`src/rtl/freq_cal_ctrl.sv`:
```
// freq_cal_ctrl: SAR trim search that measures a ring oscillator against a target edge count.
// Each trim bit is settled, measured and decided, then a final measurement decides lock.
module freq_cal_ctrl #(
    parameter int TRIM_W = 5,
    parameter int CNT_W  = 16,
    parameter int SETTLE = 16
) (
    input  logic              clk,
    input  logic              rst_n,
    input  logic              start,
    input  logic              abort,
    input  logic [CNT_W-1:0]  target_count,
    input  logic [CNT_W-1:0]  tolerance,
    input  logic [CNT_W-1:0]  window_cycles,
    input  logic              ro_clk,
    output logic              en_ro,
    output logic [TRIM_W-1:0] trim,
    output logic              busy,
    output logic              done,
    output logic              locked,
    output logic [CNT_W-1:0]  measured_count
);
    localparam int BW = (TRIM_W > 1) ? $clog2(TRIM_W) : 1;

    typedef enum logic [2:0] {ST_IDLE, ST_SETTLE, ST_MEASURE, ST_DECIDE, ST_DONE} state_t;

    state_t             state, state_nx;
    logic [2:0]         ro_sync;
    logic [CNT_W-1:0]   tmr, cnt, cnt_nx, tgt, tol, win;
    logic [BW-1:0]      bidx;
    logic               final_pass, rise, settle_end, meas_end, lock_ok;
    logic [TRIM_W-1:0]  trim_dec;
    logic [CNT_W:0]     diff;

    // ro_sync[1] is the synchronised tap, ro_sync[2] its previous value
    assign rise       = ro_sync[1] & ~ro_sync[2];
    assign cnt_nx     = (rise && !(&cnt)) ? cnt + 1'b1 : cnt;
    assign settle_end = tmr == CNT_W'(SETTLE - 1);
    assign meas_end   = tmr == win - 1'b1;
    assign diff       = (measured_count >= tgt) ? {1'b0, measured_count} - {1'b0, tgt}
                                                : {1'b0, tgt} - {1'b0, measured_count};
    assign lock_ok    = diff <= {1'b0, tol};
    assign busy       = state == ST_SETTLE || state == ST_MEASURE || state == ST_DECIDE;
    assign done       = state == ST_DONE;

    always_comb begin
        trim_dec = trim;
        if (measured_count > tgt)
            trim_dec[bidx] = 1'b0;
        if (bidx != '0)
            trim_dec[bidx - 1'b1] = 1'b1;
    end

    always_comb begin
        state_nx = state;
        case (state)
            ST_IDLE:    state_nx = (start && !abort) ? ST_SETTLE : ST_IDLE;
            ST_SETTLE:  state_nx = settle_end ? ST_MEASURE : ST_SETTLE;
            ST_MEASURE: state_nx = meas_end ? ST_DECIDE : ST_MEASURE;
            ST_DECIDE:  state_nx = final_pass ? ST_DONE : ST_SETTLE;
            default:    state_nx = ST_IDLE;
        endcase
        if (abort && state != ST_IDLE)
            state_nx = ST_IDLE;
    end

    always_ff @(posedge clk or negedge rst_n) begin
        if (!rst_n)
            state <= ST_IDLE;
        else
            state <= state_nx;
    end

    always_ff @(posedge clk or negedge rst_n) begin
        if (!rst_n) begin
            ro_sync        <= '0;
            tmr            <= '0;
            cnt            <= '0;
            tgt            <= '0;
            tol            <= '0;
            win            <= '0;
            bidx           <= '0;
            final_pass     <= 1'b0;
            en_ro          <= 1'b0;
            trim           <= '0;
            locked         <= 1'b0;
            measured_count <= '0;
        end else begin
            ro_sync <= {ro_sync[1:0], ro_clk};
            tmr     <= (state_nx != state) ? '0 : tmr + 1'b1;
            cnt     <= (state == ST_MEASURE) ? cnt_nx : '0;
            if (state == ST_IDLE && state_nx == ST_SETTLE) begin
                tgt        <= target_count;
                tol        <= tolerance;
                win        <= (window_cycles == '0) ? CNT_W'(1) : window_cycles;
                trim       <= TRIM_W'(1) << (TRIM_W - 1);
                bidx       <= BW'(TRIM_W - 1);
                final_pass <= 1'b0;
                en_ro      <= 1'b1;
                locked     <= 1'b0;
            end
            if (state == ST_MEASURE && state_nx == ST_DECIDE)
                measured_count <= cnt_nx;
            if (state == ST_DECIDE && state_nx != ST_IDLE) begin
                if (final_pass)
                    locked <= lock_ok;
                else begin
                    trim <= trim_dec;
                    if (bidx == '0)
                        final_pass <= 1'b1;
                    else
                        bidx <= bidx - 1'b1;
                end
            end
            if (abort && state != ST_IDLE)
                locked <= 1'b0;
        end
    end
endmodule

```
`config.mk`:
```
export PLATFORM = sky130hd
export DESIGN_NAME = freq_cal_ctrl
export DESIGN_NICKNAME = d
export VERILOG_FILES = /design/src/rtl/freq_cal_ctrl.sv
export SDC_FILE = /design/constraint.sdc
export NUM_CORES = 1
export LEC_CHECK = 0
export CELL_PAD_IN_SITES_DETAIL_PLACEMENT = 2
export CELL_PAD_IN_SITES_GLOBAL_PLACEMENT = 2
export CORE_MARGIN = 5
export CORE_UTILIZATION = 32
export DETAILED_ROUTE_END_ITERATION = 10
export PLACE_DENSITY_LB_ADDON = 0.1
export SYNTH_ARGS = -nofsm -noshare
export SYNTH_HDL_FRONTEND = slang
export SYNTH_SLANG_ARGS = --single-unit
```
`constraint.sdc`:
```
create_clock -name clk -period 4.9 [get_ports clk]
set_clock_uncertainty 0.15 [all_clocks]
set_input_delay 0.49 -clock clk [delete_from_list [all_inputs] [get_ports clk]]
set_output_delay 0.49 -clock clk [all_outputs]
set_load 0.03 [all_outputs]
```
==> results.ini, run 1 <==
[yosys]
ys_seq_area_share_pct=39.1
synth_warnings=0
synth_top_area_share_pct=39.1
synthArstFlopShare_pct=100
yosys-top-cells-area=dfrtp_1, ha_1, nand2_1
ys_seq_elements=113
syn_inst=822
synth.avg_cell_area_um2=8.79
synthDistinctLibCells=71
synth-edff-count=0
yosys.area.top_type=dfrtp_1
synth_fp_nets=930
synth.cell_area_um2=7230
synth_ff_type=dfrtp_1

[worst_setup_path]
crit_end=locked
critPathCaptureType=flip-flop
cp.depth=16
cp_slowest_stage_delay_ps=500
critPathTopFamily=compound AO/OA/AOI/OAI gates
critPathLaunchType=flip-flop
crit_type=flip-flop to flip-flop
rr_startpoint=measured_count[6]
worstSetupStartpoint=measured_count[6]
crit_chain=inv_2 -> ha_4 -> a21o_1 -> a221o_1 -> a22o_1 -> or3_4 -> nor2_4 -> mux2_4 -> a221o_1 -> a311o_1 -> xor2_1 -> ha_1 -> nand3_2 -> or4_1 -> a31oi_1 -> o211a_1
crit_path_top_delay_cell=or4_1
path_buf_inv=1
cp_common_cell=a221o_1
worstPathRequired_ps=5120
worst_r2r_endpoint=locked
crit_arrival_ps=4920
crit_fanout=4
r2r_cells=16
ff2ff_setup_slack_ps=200

[pwr]
ir_worst_vdd_v=0.000229
finalPower_mw=4.99
leakagePower_nw=4.05
power_density_nw_per_um2=547

[timing]
maxSlewHeadroom_pct=42.4
final-setup-viol-count=0
fin_hold_ws_ps=9.28
max_freq_mhz=213
finalCriticalPeriod_ps=4700
hold_viol=0
tightest_slew_ps=864
period_share_pct=95.8
slew_violations=0

[route]
drt-initial-drc-count=238
vias_per_cell=5.29
post-route-drc-count=0
wl_per_cell_um=20.9
routed_wl_um=25500
ant_nets=0
first_pass_iters=4
num_vias=6449

[clocking]
cts-buffers-inserted=17
cts_tree=done
cts.sinks=113
clockBufferDepth=2
root_buffer=clkbuf_16
htreeDepth=4
clk-insertion-delay-late_ps=430
cts_hold_buffers=0
clk_pin_slew_worst_paths_ps=60

[status]
status=complete, no violations

[cells_and_area]
final_nets=1029
final_common_cell=dfrtp_1
synthToLayoutAreaGrowth_pct=26.3
final_layout_size_suffix_gt1_share_pct=10.8
postLayoutCoreUtil_pct=40.7
instances_no_fill=1219
n_antenna_cell=0
most-common-layout-cells=dfrtp_1, nand2_1, clkdlybuf4s50_1
nFillCells=2463

[run]
cap_violations=0

[place]
portBuffers=77
place_congestion=0.876
dp_cells=1178
hpwl_um=19400

[worst_hold_path]
hold_path_class=primary input to asynchronous set/reset pin

[grt]
grt_max_degree=61
gr-total-overflow=0
grt_pass1_vias=7254
grt_use_met2_pct=35.2
gr-usage-all-layers_pct=19.9
met1_usage_pct=25.2
use_met3_pct=3.64
top_usage_layer=met2
grt_pass1_wl_um=40900
antenna_found_initial=0

[die]
num_rows=55
die_area_um2=25700
die_y_um=160
io_pins=78
die_x_um=160
initial_core_util_pct=32.2
core_area_um2=22400

where the power goes:
group / leakage, nW / switching (mW) / internal, mW
Clock: 0.278 / 0.519 / 0.733
Sequential: 1.47 / 0.201 / 1.14
Combinational: 2.29 / 1.37 / 1.03
Total: 4.05 / 2.09 / 2.90
layer usage:
layer,up-vias,share of wire [%]
met4,0,1.6
met3,26,3.3
li1,3051,-
met2,78,51
met1,3294,44
met5,-,0
cell usage after synthesis (all sizes together) (5+ instances only):
| master | instances |
|---|---|
| a22o | 12 |
| ha | 53 |
| or4 | 6 |
| and4 | 6 |
| and3 | 16 |
| nand3 | 32 |
| a31oi | 12 |
| dfrtp | 113 |
| o21ai | 68 |
| nand4 | 14 |
| nor3 | 11 |
| xor2 | 28 |
| clkbuf | 23 |
| nor4 | 8 |
| and2 | 6 |
| nor2b | 7 |
| nor2 | 62 |
| o211ai | 5 |
| buf | 12 |
| a21oi | 34 |
| a311oi | 5 |
| xnor2 | 29 |
| mux2i | 10 |
| inv | 74 |
| nand2 | 101 |
| a21o | 13 |
| nand2b | 6 |
stage by stage:
stage	instance area [um^2]	TNS, ps	setup WS (ps)
after floorplan	7230	0	4.66
after global placement	8400	0	210
after detailed placement	8400	0	86.4
after CTS	8980	0	34.4
after global routing	9130	-24.5	-24.5
final	9130	0	204
kinds of logic after synthesis:
| group | count (synthesis) | synth area share, % |
|---|---|---|
| AO/OA/AOI/OAI | 185 | 16.4 |
| XOR/XNOR | 57 | 6.91 |
| AND/OR/NAND/NOR | 289 | 19.7 |
| buffers and inverters | 109 | 6.20 |
| multiplexers | 14 | 2.01 |
| flip-flops | 113 | 39.1 |
| adder cells (fa/ha/maj) | 55 | 9.73 |
registers in the layout (all words and copies together) (netlist names), 3 cells and up:
register	count
cnt	16
measured_count	16
tgt	16
tmr	16
tol	16
win	16
trim	5
bidx	3
ro_sync	3
state	3
timing repair:
action | CTS | global route
gates resized for setup | 0 | 19
endpoints found under the setup margin | 0 | 1
buffers inserted | 0 | 9
cell type report:
| cell class | instances | area (um^2) | area share [%] |
|---|---|---|---|
| clock buffer | 19 | 453 | 4.96 |
| clock inverter | 13 | 126 | 1.38 |
| inverter | 74 | 278 | 3.04 |
| multi-input combinational | 600 | 4030 | 44.1 |
| sequential | 113 | 2830 | 31.0 |
| tap | 285 | 357 | 3.91 |
| timing repair buffer | 115 | 1060 | 11.6 |
how the worst min path moves through the flow:
stage | from | endpoint | slack [ps] | cells after the start
floorplan | rst_n | bidx[0] | 40 | 0
global placement | ro_sync[0] | ro_sync[1] | 180 | 0
detailed placement | ro_sync[0] | ro_sync[1] | 200 | 0
CTS | rst_n | tol[1] | 60 | 1
global route | rst_n | tol[1] | 80 | 1
finish | rst_n | tol[1] | 9 | 1
Power figures use the tool's default switching activity.
==> run 2: changes to the inputs <==
Settings changed: ABC_AREA from default to 1, CORE_UTILIZATION 32 to 30, SLEW_MARGIN from default to 10.
==> results.ini, run 2 <==
[place]
dp_cells=1477  ; was 1178
hpwl_um=20600  ; was 19400 um
place_congestion=0.826  ; was 0.876
portBuffers=77  ; unchanged
pre_cts_ws_ps=685  ; was 86.4 ps

[yosys]
synth-xor-area-share_pct=5.84  ; was 6.91%
muxShareOfSynthArea_pct=0.257  ; was 2.01%
yosys.area_share.simple_pct=27.2  ; was 19.7%
syn_inst=1084  ; was 822
synth_fp_nets=1192  ; was 930
synth-edff-count=0  ; unchanged
yosys-top-cells-area=dfrtp_1, nand2_1, ha_1  ; was dfrtp_1, ha_1, nand2_1
ys_seq_area_share_pct=36.3  ; was 39.1%
synthTopCellsByCount=nand2_1, inv_1, dfrtp_1, o21ai_0, nor2_1  ; was dfrtp_1, nand2_1, inv_1, o21ai_0, nor2_1
synth.cell_area_um2=7800  ; was 7230 um^2
synth_top_family_by_area=simple AND/OR/NAND/NOR gates  ; unchanged
synthDistinctLibCells=45  ; was 71
synthArstFlopShare_pct=100  ; unchanged
synth_warnings=0  ; unchanged
synth_top_area_share_pct=36.3  ; was 39.1%
synth-compound-area-share_pct=11.9  ; was 16.4%
yosys.area.top_type=dfrtp_1  ; unchanged
synth.avg_cell_area_um2=7.19  ; was 8.79 um^2
synth.most_common_cell=nand2_1  ; was dfrtp_1
ys_seq_elements=113  ; unchanged
synth_fa_ha_area_share_pct=9.02  ; was 9.73%
synth_ff_type=dfrtp_1  ; unchanged

[worst_setup_path]
crit_arrival_ps=4380  ; was 4920 ps
critPathLaunchType=flip-flop  ; unchanged
rr_startpoint=measured_count[11]  ; was measured_count[6]
cp_slowest_stage_delay_ps=440  ; was 500 ps
worstPathRequired_ps=5050  ; was 5120 ps
cp_common_cell=nand2_1  ; was a221o_1
critPathCaptureType=flip-flop  ; unchanged
r2r_cells=24  ; was 16
crit_chain=inv_1 -> ha_1 -> nand2_1 -> o21ai_0 -> a21oi_1 -> nand3_1 -> buf_4 -> mux2i_1 -> xor2_1 -> inv_1 -> ha_1 -> inv_1 -> nor3_1 -> o21ai_0 -> nand2_1 -> nand2_1 -> nand2_1 -> nand2_1 -> nand2_1 -> nand2_1 -> nand2_1 -> nand2_1 -> nand2_1 -> a21oi_1  ; was inv_2 -> ha_4 -> a21o_1 -> a221o_1 -> a22o_1 -> or3_4 -> nor2_4 -> mux2_4 -> a221o_1 -> a311o_1 -> xor2_1 -> ha_1 -> nand3_2 -> or4_1 -> a31oi_1 -> o211a_1
ff2ff_setup_slack_ps=670  ; was 200 ps
crit_path_top_delay_cell=o21ai_0  ; was or4_1
worstSetupStartpoint=measured_count[11]  ; was measured_count[6]
worst_r2r_endpoint=locked  ; unchanged
crit_fanout=21  ; was 4
crit_type=flip-flop to flip-flop  ; unchanged

[clocking]
cts_setup_buffers=0  ; unchanged
clk-insertion-delay-late_ps=430  ; about the same
cts-buffers-inserted=17  ; unchanged
cts_hold_buffers=1  ; was 0
clockBufferDepth=2  ; unchanged
clk_pin_slew_worst_paths_ps=60  ; about the same
cts.sinks=113  ; unchanged
root_buffer=clkbuf_16  ; unchanged
cts_tree=done  ; unchanged
htreeDepth=4  ; unchanged
cts_resized=0  ; unchanged

[route]
post-route-drc-count=0  ; unchanged
routed_wl_um=26400  ; was 25500 um
wl_per_cell_um=17.5  ; was 20.9 um
first_pass_iters=4  ; unchanged
drt-initial-drc-count=223  ; was 238
num_vias=7246  ; was 6449
ant_nets=0  ; unchanged
vias_per_cell=4.80  ; was 5.29

[die]
num_rows=59  ; was 55
die_area_um2=29300  ; was 25700 um^2
initial_core_util_pct=30.2  ; was 32.2%
die_y_um=171  ; was 160 um
die_x_um=171  ; was 160 um
core_area_um2=25800  ; was 22400 um^2
io_pins=78  ; unchanged

[grt]
grt_pass1_wl_um=43700  ; was 40900 um
grt_pass1_vias=8038  ; was 7254
gr-usage-all-layers_pct=18.8  ; was 19.9%
antenna_found_initial=0  ; unchanged
grt_max_degree=51  ; was 61
gr-total-overflow=0  ; unchanged

[cells_and_area]
most-common-layout-cells=nand2_1, inv_1, dfrtp_1  ; was dfrtp_1, nand2_1, clkdlybuf4s50_1
n_antenna_cell=0  ; unchanged
instances_no_fill=1510  ; was 1219
final_nets=1270  ; was 1029
nFillCells=3085  ; was 2463
final_layout_size_suffix_gt1_share_pct=6.30  ; was 10.8%
seq_area_um2=2830  ; about the same
synthToLayoutAreaGrowth_pct=21.6  ; was 26.3%
final_common_cell=nand2_1  ; was dfrtp_1
multiInputGateArea_um2=4230  ; was 4030 um^2

[pwr]
power_density_nw_per_um2=522  ; was 547 nW/um^2
leakagePower_nw=4.52  ; was 4.05 nW
ir_worst_vdd_v=0.000206  ; was 0.000229 V

[run]
cap_violations=0  ; unchanged

[timing]
fin_ws_ps=667  ; was 204 ps
tns_ps=0  ; unchanged
max_freq_mhz=236  ; was 213 MHz
maxSlewHeadroom_pct=35.0  ; was 42.4%
fin_hold_ws_ps=200  ; was 9.28 ps
rsz0062_at_grt=no
final-setup-viol-count=0  ; unchanged
slew_violations=0  ; unchanged
finalCriticalPeriod_ps=4230  ; was 4700 ps
hold_viol=0  ; unchanged
period_share_pct=86.4  ; was 95.8%
tightest_slew_ps=966  ; was 864 ps

[worst_hold_path]
holdCritStartpoint=ro_sync[0]
hold_end=ro_sync[1]
min_path_cells=0
hold_path_class=flip-flop to flip-flop  ; was primary input to asynchronous set/reset pin

[status]
status=complete, no violations  ; unchanged

-- run 2: cell types whose count changed after synthesis, moves of 9 or more --
| cell | change |
|---|---|
| o21ai_0 | +26 |
| nand3_1 | +16 |
| clkbuf_1 | -15 |
| xnor2_1 | -13 |
| nor2_1 | +27 |
| a31oi_1 | -10 |
| and3_1 | -16 |
| nor2_2 | +17 |
| nand2_1 | +198 |
| a21oi_1 | +9 |
| a22o_1 | -12 |
| inv_1 | +84 |
-- run 2: per-layer routing --
metal | global-route usage (%) | wire, um | vias to the layer above
li1 | - | - | 3601
met1 | 26.4 | 13500 | 3573
met2 | 30.3 | 12000 | 62
met3 | 3.75 | 788 | 10
met4 | 3.51 | 189 | 0
met5 | 0 | 0 | -
-- run 2: cell families after synthesis --
logic type,Yosys count
compound gates,168
fa+ha+maj,55
buf+inv,190
simple gates,504
flops,113
xor+xnor,52
mux,2
-- run 2: how the worst max path moves through the flow --
| stage | slack, ps | endpoint |
|---|---|---|
| after floorplan | 1330 | locked |
| after global placement | 810 | locked |
| after detailed placement | 680 | locked |
| after CTS | 590 | locked |
| after global routing | 250 | locked |
| final | 670 | locked |
-- run 2: layout make-up --
type	instances	area share, %
tap	335	4.42
inverter	165	6.53
multi-input combinational	781	44.6
clock buffer	18	4.53
clock inverter	14	1.39
sequential	113	29.8
timing repair buffer	84	8.68
-- run 2: power breakdown --
part | internal, mW | switching (mW)
clock | 0.703 | 0.516
combinational | 0.859 | 1.56
sequential | 1.14 | 0.172
-- run 2: through the flow --
| stage | util (%) | total power, mW | cell area (um^2) |
|---|---|---|---|
| final | 36.7 | 4.95 | 9480 |
| after global routing | 36.7 | 5.46 | 9480 |
| after CTS | 36.7 | 5.05 | 9480 |
| after detailed placement | 34.5 | 3.76 | 8910 |
| after global placement | 34.5 | 3.67 | 8910 |
| after floorplan | - | 3.03 | 7800 |
-- run 2: critical path, delay by kind of cell (launching register included) --
kind	cells	cell delay (ps)
flip-flops	1	400
AND/OR/NAND/NOR	12	1140
multiplexers	1	250
buffers and inverters	4	470
XOR/XNOR	1	160
adder cells (fa/ha/maj)	2	700
AO/OA/AOI/OAI	4	830
==> run 3: changes to the inputs <==
Settings changed: MAX_ROUTING_LAYER from default to met4.
==> results.ini, run 3 (synthesized netlist as in run 2, its figures left out) <==
[cells_and_area]
most-common-layout-cells=nand2_1, inv_1, dfrtp_1  ; unchanged
instances_no_fill=1510  ; unchanged
final_layout_size_suffix_gt1_share_pct=6.30  ; unchanged
stdcell_area_um2=9480  ; unchanged
n_antenna_cell=0  ; unchanged
postLayoutCoreUtil_pct=36.7  ; unchanged
final_common_cell=nand2_1  ; unchanged
synthToLayoutAreaGrowth_pct=21.6  ; unchanged
final_nets=1270  ; unchanged

[timing]
rsz0062_at_grt=no  ; unchanged
final-setup-viol-count=0  ; unchanged
hold_viol=0  ; unchanged
fin_ws_ps=662  ; was 667 ps
maxSlewHeadroom_pct=35.2  ; was 35.0%
tightest_slew_ps=964  ; was 966 ps
slew_violations=0  ; unchanged
tns_ps=0  ; unchanged
period_share_pct=86.5  ; was 86.4%
finalCriticalPeriod_ps=4240  ; was 4230 ps
max_freq_mhz=236  ; about the same
fin_hold_ws_ps=201  ; was 200 ps

[pwr]
ir_worst_vdd_v=0.000208  ; was 0.000206 V
switching_share_pct=45.5  ; was 45.4%
leakagePower_nw=4.52  ; unchanged
power_density_nw_per_um2=522  ; about the same
p_switching_mw=2.25  ; about the same
pwr-share-clk_pct=24.6  ; about the same
p_comb_share_pct=48.9  ; about the same
finalPower_mw=4.95  ; about the same
p_int_mw=2.70  ; about the same
p_seq_share_pct=26.5  ; about the same

[clocking]
htreeDepth=4  ; unchanged
clk_pin_slew_worst_paths_ps=60  ; about the same
cts_tree=done  ; unchanged
clk-insertion-delay-late_ps=430  ; about the same
cts_setup_buffers=0  ; unchanged
cts_hold_buffers=1  ; unchanged
cts_resized=0  ; unchanged
clockBufferDepth=2  ; unchanged
cts.sinks=113  ; unchanged
root_buffer=clkbuf_16  ; unchanged
cts-buffers-inserted=17  ; unchanged

[place]
pre_cts_ws_ps=685  ; unchanged
hpwl_um=20600  ; unchanged
placed_cell_area_um2=8910  ; unchanged
place_congestion=0.838  ; was 0.826
portBuffers=77  ; unchanged
dp_cells=1477  ; unchanged

[route]
post-route-drc-count=0  ; unchanged
ant_nets=0  ; unchanged
vias_per_cell=4.79  ; was 4.80
num_vias=7236  ; was 7246
drt-initial-drc-count=212  ; was 223
routed_wl_um=26400  ; about the same
first_pass_iters=4  ; unchanged
wl_per_cell_um=17.5  ; about the same

[worst_setup_path]
crit_arrival_ps=4390  ; was 4380 ps
critPathLaunchType=flip-flop  ; unchanged
crit_type=flip-flop to flip-flop  ; unchanged
crit_fanout=21  ; unchanged
critPathCaptureType=flip-flop  ; unchanged
worstPathRequired_ps=5050  ; about the same

[grt]
grt_pass1_wl_um=43700  ; about the same
grt_pass1_vias=8028  ; was 8038
gr-usage-all-layers_pct=19.3  ; was 18.8%
gr-total-overflow=0  ; unchanged
grt_max_degree=51  ; unchanged
antenna_found_initial=0  ; unchanged

[die]
die_y_um=171  ; unchanged
initial_core_util_pct=30.2  ; unchanged
io_pins=78  ; unchanged
num_rows=59  ; unchanged
die_area_um2=29300  ; unchanged
core_area_um2=25800  ; unchanged
die_x_um=171  ; unchanged

[run]
cap_violations=0  ; unchanged

[status]
status=complete, no violations  ; unchanged

[worst_hold_path]
hold_path_class=flip-flop to flip-flop  ; unchanged

run 3: worst paths after layout:
check	start	endpoint	slack (ps)	depth (start not counted)
worst max-delay path	measured_count[11]	locked	660	24
worst min-delay path	ro_sync[0]	ro_sync[1]	200	0
worst max register to register	measured_count[11]	locked	660	24
worst min register to register	ro_sync[0]	ro_sync[1]	200	0
max in group asynchronous	rst_n	ro_sync[2]	3250	3
min in group asynchronous	rst_n	tol[3]	360	2
run 3: final cells by class:
cell class                      count  area [um^2]
Clock buffer                       18          429
Clock inverter                     14          131
Fill cell                        3085        16400
Inverter                          165          619
Multi-Input combinational cell    781         4230
Sequential cell                   113         2830
Tap cell                          335          419
Timing Repair Buffer               84          823
run 3: layer usage:
layer	up-vias	routed length, um	global-route usage [%]
li1	3602	-	-
met1	3558	13500	26.6
met2	65	12000	30.2
met3	11	773	3.65
met4	0	197	3.51
met5	-	0	-
run 3: worst max-delay path, cell delays in order, from the launching register on:
cell     delay (ps)
dfrtp_1         400
inv_1            90
ha_1            430
nand2_1         170
o21ai_0         430
a21oi_1         180
nand3_1         150
buf_4           260
mux2i_1         250
xor2_1          170
inv_1            70
ha_1            270
inv_1            50
nor3_1          310
o21ai_0         160
nand2_1          90
nand2_1          50
nand2_1          70
nand2_1          50
nand2_1          50
nand2_1          40
nand2_1          50
nand2_1          50
nand2_1          50
a21oi_1          50
run 3: power by group through the flow:
stage | Clock, mW | Combinational, mW | Sequential, mW
2_1_floorplan | 0 | 1.75 | 1.27
3_3_place_gp | 0 | 2.35 | 1.32
3_5_place_dp | 0 | 2.43 | 1.33
4_1_cts | 1.26 | 2.48 | 1.32
5_1_grt | 1.30 | 2.81 | 1.35
6_report | 1.22 | 2.42 | 1.31
